===== src/rtl/acc_mem_loader.sv =====
// acc_mem_loader: streams a batch of WORDS data words into the shared data
// memory while the accumulator controller is held in reset. It then releases
// that reset and waits for the controller's Ready pulse before starting the
// next batch.
// Optional feature: define ACC_LOADER_TIMEOUT_EN to abandon a RUN phase
// after TIMEOUT cycles without Ready. That path raises a sticky Error.
module acc_mem_loader #(
  parameter int DATA_WIDTH = 8,
  parameter int ADDR_WIDTH = 6,
  parameter int WORDS      = 32,
  parameter int TIMEOUT    = 255
) (
  input  logic                  Clock,
  input  logic                  Reset,
  input  logic [DATA_WIDTH-1:0] InData,
  input  logic                  InValid,
  output logic                  InReady,
  output logic [ADDR_WIDTH-1:0] MemAddress,
  output logic [DATA_WIDTH-1:0] MemData,
  output logic                  MemWriteEnable,
  output logic                  AccReset,
  input  logic                  AccReady,
  output logic                  Busy,
  output logic                  BatchDone,
  output logic [7:0]            BatchCount,
  output logic                  Error
);

  typedef enum logic [1:0] {
    LOAD   = 2'd0,
    SETTLE = 2'd1,
    RUN    = 2'd2
  } state_t;

  localparam logic [ADDR_WIDTH-1:0] LAST_PTR = ADDR_WIDTH'(WORDS - 1);

  state_t                state;
  state_t                state_next;
  logic [ADDR_WIDTH-1:0] ptr;
  logic                  handshake;
  logic                  last_word;
  logic                  ready_seen;
  logic                  timeout_hit;

  if (WORDS < 1 || WORDS > (1 << ADDR_WIDTH) || TIMEOUT < 1) begin : g_param_check
    $error("acc_mem_loader: WORDS must be 1..2**ADDR_WIDTH and TIMEOUT at least 1");
  end

  assign handshake  = InReady && InValid;
  assign last_word  = (ptr == LAST_PTR);
  // Ready only counts while RUN is the current state; SETTLE and LOAD ignore it.
  assign ready_seen = (state == RUN) && AccReady;

`ifdef ACC_LOADER_TIMEOUT_EN
  localparam int WAIT_W = ($clog2(TIMEOUT + 1) > 8) ? $clog2(TIMEOUT + 1) : 8;
  localparam logic [WAIT_W-1:0] WAIT_LAST = WAIT_W'(TIMEOUT - 1);

  logic [WAIT_W-1:0] wait_cnt;

  // Wait counter: zero on the first RUN cycle, +1 for every RUN cycle after.
  always_ff @(posedge Clock or negedge Reset) begin
    if (!Reset) begin
      wait_cnt <= '0;
    end else if (state == SETTLE) begin
      wait_cnt <= '0;
    end else if (state == RUN) begin
      wait_cnt <= wait_cnt + 1'b1;
    end
  end

  // The TIMEOUT-th RUN edge without Ready abandons the batch.
  assign timeout_hit = (state == RUN) && !AccReady && (wait_cnt == WAIT_LAST);

  // Error is sticky until the next Reset.
  always_ff @(posedge Clock or negedge Reset) begin
    if (!Reset) begin
      Error <= 1'b0;
    end else if (timeout_hit) begin
      Error <= 1'b1;
    end
  end
`else
  assign timeout_hit = 1'b0;
  assign Error       = 1'b0;
`endif

  // State register.
  always_ff @(posedge Clock or negedge Reset) begin
    if (!Reset) begin
      state <= LOAD;
    end else begin
      state <= state_next;
    end
  end

  // Next-state logic: LOAD -> SETTLE on the final word, SETTLE -> RUN always,
  // RUN -> LOAD on Ready (or on a timeout).
  always_comb begin
    state_next = state;
    case (state)
      LOAD:    if (handshake && last_word) state_next = SETTLE;
      SETTLE:  state_next = RUN;
      RUN:     if (ready_seen || timeout_hit) state_next = LOAD;
      default: state_next = LOAD;
    endcase
  end

  // State-decoded outputs: the stream is accepted only while loading.
  always_comb begin
    InReady = (state == LOAD);
    Busy    = (state != LOAD);
  end

  // Memory write port: one registered strobe per accepted word. Address and
  // data hold their last values between writes.
  always_ff @(posedge Clock or negedge Reset) begin
    if (!Reset) begin
      ptr            <= '0;
      MemWriteEnable <= 1'b0;
      MemAddress     <= '0;
      MemData        <= '0;
    end else begin
      MemWriteEnable <= handshake;
      if (handshake) begin
        MemAddress <= ptr;
        MemData    <= InData;
        ptr        <= last_word ? '0 : ptr + 1'b1;
      end
    end
  end

  // Accumulator handoff: release its reset when leaving SETTLE. Take it back
  // (and report the batch) on the edge that samples Ready.
  always_ff @(posedge Clock or negedge Reset) begin
    if (!Reset) begin
      AccReset   <= 1'b0;
      BatchDone  <= 1'b0;
      BatchCount <= '0;
    end else begin
      BatchDone <= ready_seen;
      if (state == SETTLE) begin
        AccReset <= 1'b1;
      end else if (ready_seen || timeout_hit) begin
        AccReset <= 1'b0;
      end
      if (ready_seen) begin
        BatchCount <= BatchCount + 1'b1;
      end
    end
  end

endmodule


===== config.mk =====
export PLATFORM = sky130hd
export DESIGN_NAME = acc_mem_loader
export DESIGN_NICKNAME = d
export VERILOG_FILES = /design/src/rtl/acc_mem_loader.sv
export SDC_FILE = /design/constraint.sdc
export NUM_CORES = 1
export LEC_CHECK = 0
export CORE_ASPECT_RATIO = 1.5
export CORE_MARGIN = 4
export CORE_UTILIZATION = 40
export CTS_BUF_LIST = sky130_fd_sc_hd__clkbuf_4 sky130_fd_sc_hd__clkbuf_8 sky130_fd_sc_hd__clkbuf_16
export DETAILED_ROUTE_END_ITERATION = 8
export PLACE_DENSITY = 0.71
export SLEW_MARGIN = 0
export SYNTH_ARGS = -nofsm -noshare
export SYNTH_HDL_FRONTEND = slang
export SYNTH_SLANG_ARGS = --single-unit

===== constraint.sdc =====
create_clock -name Clock -period 3 [get_ports Clock]
set_input_delay 0.6 -clock Clock [delete_from_list [all_inputs] [get_ports Clock]]
set_output_delay 0.6 -clock Clock [all_outputs]
set_load 0.01 [all_outputs]

==> results.sh <==
export IMPL_outcome="finished, final reports clean"
export IMPL_setup_repair_after_global_routing_missed_its_margin="false"
export IMPL_pwr_share_comb_pct=28.0
export IMPL_tritoncts="yes"
export IMPL_post_cts_resized_instances=0
export IMPL_std_cell_rows=26
export IMPL_clk_pin_slew_worst_paths_ns=0.06
export IMPL_vdd_ir_drop_max_mv=0.446
export IMPL_timing_hold_worst_endpoint="BatchCount[7]"
export IMPL_cp_data_required_time_ns=3.17
export IMPL_maxSlewViolCount=0
export IMPL_final_cell_count_no_fill=186
export IMPL_synth_fp_nets=114
export IMPL_syn_area_mm2=0.00139
export IMPL_globalRouteTotalUtil_pct=12.8
export IMPL_worst_slew_pin_slew_ns=0.523
export IMPL_worst_skew_pair_late_latency_ns=0.28
export IMPL_clock_sink_count=33
export IMPL_swShare_pct=28.4
export IMPL_die_h_um=80.2
export IMPL_die_width_um=56.1
export IMPL_gp_routability_congestion=0.777
export IMPL_fillCellCount=317
export IMPL_hold_path_startpoint="BatchCount[7]"
export IMPL_grt_first_pass_wirelength_um=4330
export IMPL_ctsLongestPathBuffers=2
export IMPL_timing_clock_skew_ns=0.00155
export IMPL_r2r_worst_path_cells=4
export IMPL_layout_commonest_cell="sky130_fd_sc_hd__clkdlybuf4s50_1"
export IMPL_timing_critical_path_from="InValid"
export IMPL_critical_path_max_fanout=16
export IMPL_path_class="input pin to flop"
export IMPL_synth_yosys_warnings=0
export IMPL_timing_critical_path_arrival_ns=2.23
export IMPL_crit_reg2reg_capture="ptr[5]"
export IMPL_post_cts_setup_buffer_count=0
export IMPL_r2r_start="state[1]"
export IMPL_crit_path_end_kind="flop"
export IMPL_detailedRoute_firstIterationViolations=24
export IMPL_layout_worst_path_cycle_share_pct=68.7
export IMPL_setup_worst_path_start_class="input pin"
export IMPL_timing_max_cap_violations=0
export IMPL_synth_area_per_cell_um2=13.9
export IMPL_drt_antenna_violating_nets=0
export IMPL_grt_start_max_net_pins=34
export IMPL_fp_dieArea_mm2=0.00450
export IMPL_share_clk_of_total_power_pct=24.4
export IMPL_cts_buffers_inserted=5
export IMPL_intPower_mw=0.941
export IMPL_post_drt_wl_per_cell_um=13.7
export IMPL_syn2layout_area_growth_pct=35.5
export IMPL_final_setup_tns_ns=0
export IMPL_layout_cells_most_common_list="38 x sky130_fd_sc_hd__clkdlybuf4s50_1, 33 x sky130_fd_sc_hd__dfrtp_1, 15 x sky130_fd_sc_hd__mux2_2"
export IMPL_globalRouteOverflowTotal=0
export IMPL_final_setup_viol_count=0
export IMPL_route_detailed_drc=0
export IMPL_share_seq_of_total_power_pct=47.6
export IMPL_vias=902
export IMPL_first_pass_detailed_route_iteration_total=4
export IMPL_sequential_fraction_of_the_synthesis_area_pct=59.4
export IMPL_io_pin_count=40
export IMPL_core_area_mm2=0.00338
export IMPL_start_util_pct=41.1
export IMPL_port_buffers=38
export IMPL_grt_pass1_vias=957
export IMPL_antenna_cells=0
export IMPL_hold_violations=0
export IMPL_cell_count_of_the_worst_hold_path=1
export IMPL_power_density_cell_area_mw_per_mm2=698
export IMPL_power_switching_mw=0.373
export IMPL_htree_num_levels=2
export IMPL_cts_root_buf="sky130_fd_sc_hd__clkbuf_8"
export IMPL_synth_ff_latch_count=33
export IMPL_final_period_minus_worst_setup_slack_ns=2.06
export IMPL_grt_antenna_before_repair=0
export IMPL_final_nets=157
export IMPL_syn_inst=100
export IMPL_dp_hpwl_um=1860
export IMPL_final_layout_size_suffix_gt1_share_pct=19.4
export IMPL_clock_fmax_mhz=485
export IMPL_synth_lib_cells_used_distinct=32
export IMPL_numPlacedInstances=178
export IMPL_worst_setup_slack_for_register_to_register_paths_ns=1.23
export IMPL_slew_headroom_pct=65.1
export IMPL_leakage_nw=0.876
export IMPL_ctsHoldBuffers=0
export IMPL_postRouteWirelength_um=2560
export IMPL_min_delay_path_class="flop to flop"
export IMPL_detail_route_vias_per_cell=4.85
[how the worst max path moves through the flow]
stage            endpoint  slack [ns]
2_1_floorplan  MemData[3]        1.30
3_3_place_gp       ptr[5]        0.66
3_5_place_dp       ptr[5]        0.66
4_1_cts            ptr[5]        0.95
5_1_grt            ptr[5]        0.87
6_report           ptr[5]        0.94
[cells in the mapped netlist]
cell                       count  share of area [%]
sky130_fd_sc_hd__nand2_1       2               0.54
sky130_fd_sc_hd__nor2b_1       1               0.45
sky130_fd_sc_hd__and2_1        2               0.90
sky130_fd_sc_hd__conb_1        1               0.27
sky130_fd_sc_hd__dfrtp_1      33                 59
sky130_fd_sc_hd__nand4_2       1               0.90
sky130_fd_sc_hd__buf_6         1               0.81
sky130_fd_sc_hd__mux2_2       15                 12
sky130_fd_sc_hd__clkinv_8      1                1.2
sky130_fd_sc_hd__buf_4         1               0.54
sky130_fd_sc_hd__ha_1          2                1.8
sky130_fd_sc_hd__mux2_1        2                1.6
sky130_fd_sc_hd__nand3_1       4                1.4
sky130_fd_sc_hd__nand3b_1      1               0.54
sky130_fd_sc_hd__a32o_1        1               0.72
sky130_fd_sc_hd__buf_8         1                1.1
sky130_fd_sc_hd__and4b_1       1               0.72
sky130_fd_sc_hd__xnor2_1       5                3.2
sky130_fd_sc_hd__a21oi_1       1               0.36
sky130_fd_sc_hd__or3b_1        1               0.63
sky130_fd_sc_hd__nor3_1        2               0.72
sky130_fd_sc_hd__o211ai_2      1               0.90
sky130_fd_sc_hd__a21o_1        1               0.54
sky130_fd_sc_hd__inv_1         3               0.81
sky130_fd_sc_hd__a211oi_1      1               0.54
sky130_fd_sc_hd__mux2_4        1                1.1
sky130_fd_sc_hd__and3b_1       1               0.63
sky130_fd_sc_hd__nor2_1        5                1.4
sky130_fd_sc_hd__and3_1        2               0.90
sky130_fd_sc_hd__o21ai_0       1               0.36
sky130_fd_sc_hd__xor2_1        4                2.5
sky130_fd_sc_hd__nand4_1       1               0.45
[cell families after synthesis]
group,share of synthesized area (%)
muxes,14.9
xor gates and xnor gates,5.67
DFF,59.4
buffers and inverters,4.41
and+or+nand+nor,10.2
other,0.270
adders and majority gates,1.80
AOI/OAI and AO/OA,3.42
[flip-flops by register name, summed over array words and instances (netlist names)]
name and flops:
BatchCount 8, MemData 8, MemAddress 6, ptr 6
state 2, AccReset 1, BatchDone 1, MemWriteEnable 1
[power by group through the flow]
stage                     clock network [mW]  registers (mW)  logic [mW]
after floorplan                            0           0.647       0.168
after global placement                     0           0.631       0.364
after detailed placement                   0           0.634       0.373
after CTS                              0.335           0.627       0.376
after global routing                   0.355           0.640       0.406
final                                  0.320           0.625       0.368
[through the flow]
step / setup slack (ns) / instance area (µm²) / hold WS, ns / utilization (%) / power (mW)
floorplan: 1.30 / 1390 / 0.304 / - / 0.815
global placement: 0.662 / 1800 / 0.459 / 53.1 / 0.995
detailed placement: 0.655 / 1800 / 0.456 / 53.1 / 1.01
CTS: 0.948 / 1880 / 0.468 / 55.7 / 1.34
global route: 0.872 / 1880 / 0.485 / 55.7 / 1.40
finish: 0.939 / 1880 / 0.467 / 55.7 / 1.31
[critical path, stage by stage]
cell	delay (ns)
sky130_fd_sc_hd__clkdlybuf4s50_1	0.45
sky130_fd_sc_hd__or3b_1	0.58
sky130_fd_sc_hd__clkinv_8	0.18
sky130_fd_sc_hd__nand4_2	0.11
sky130_fd_sc_hd__mux2_4	0.31
[routing by layer]
metal	share of wire, %	track usage, %
met2	51	21.1
met4	2.3	7.84
met3	7.6	5.31
met1	39	13.4
met5	0	0
[area by class of cell]
type                    count  area (µm²)  share of cell area (%)
clock buffers               6        76.3                    4.05
inverters                   4        27.5                    1.46
flip-flops and latches     33         826                    43.9
multi-input cells          60         503                    26.7
clock inverters             2        10.0                   0.532
well taps                  42        52.6                    2.79
repair buffers             39         388                    20.6
Note: power is estimated with default switching activity, not from simulation.
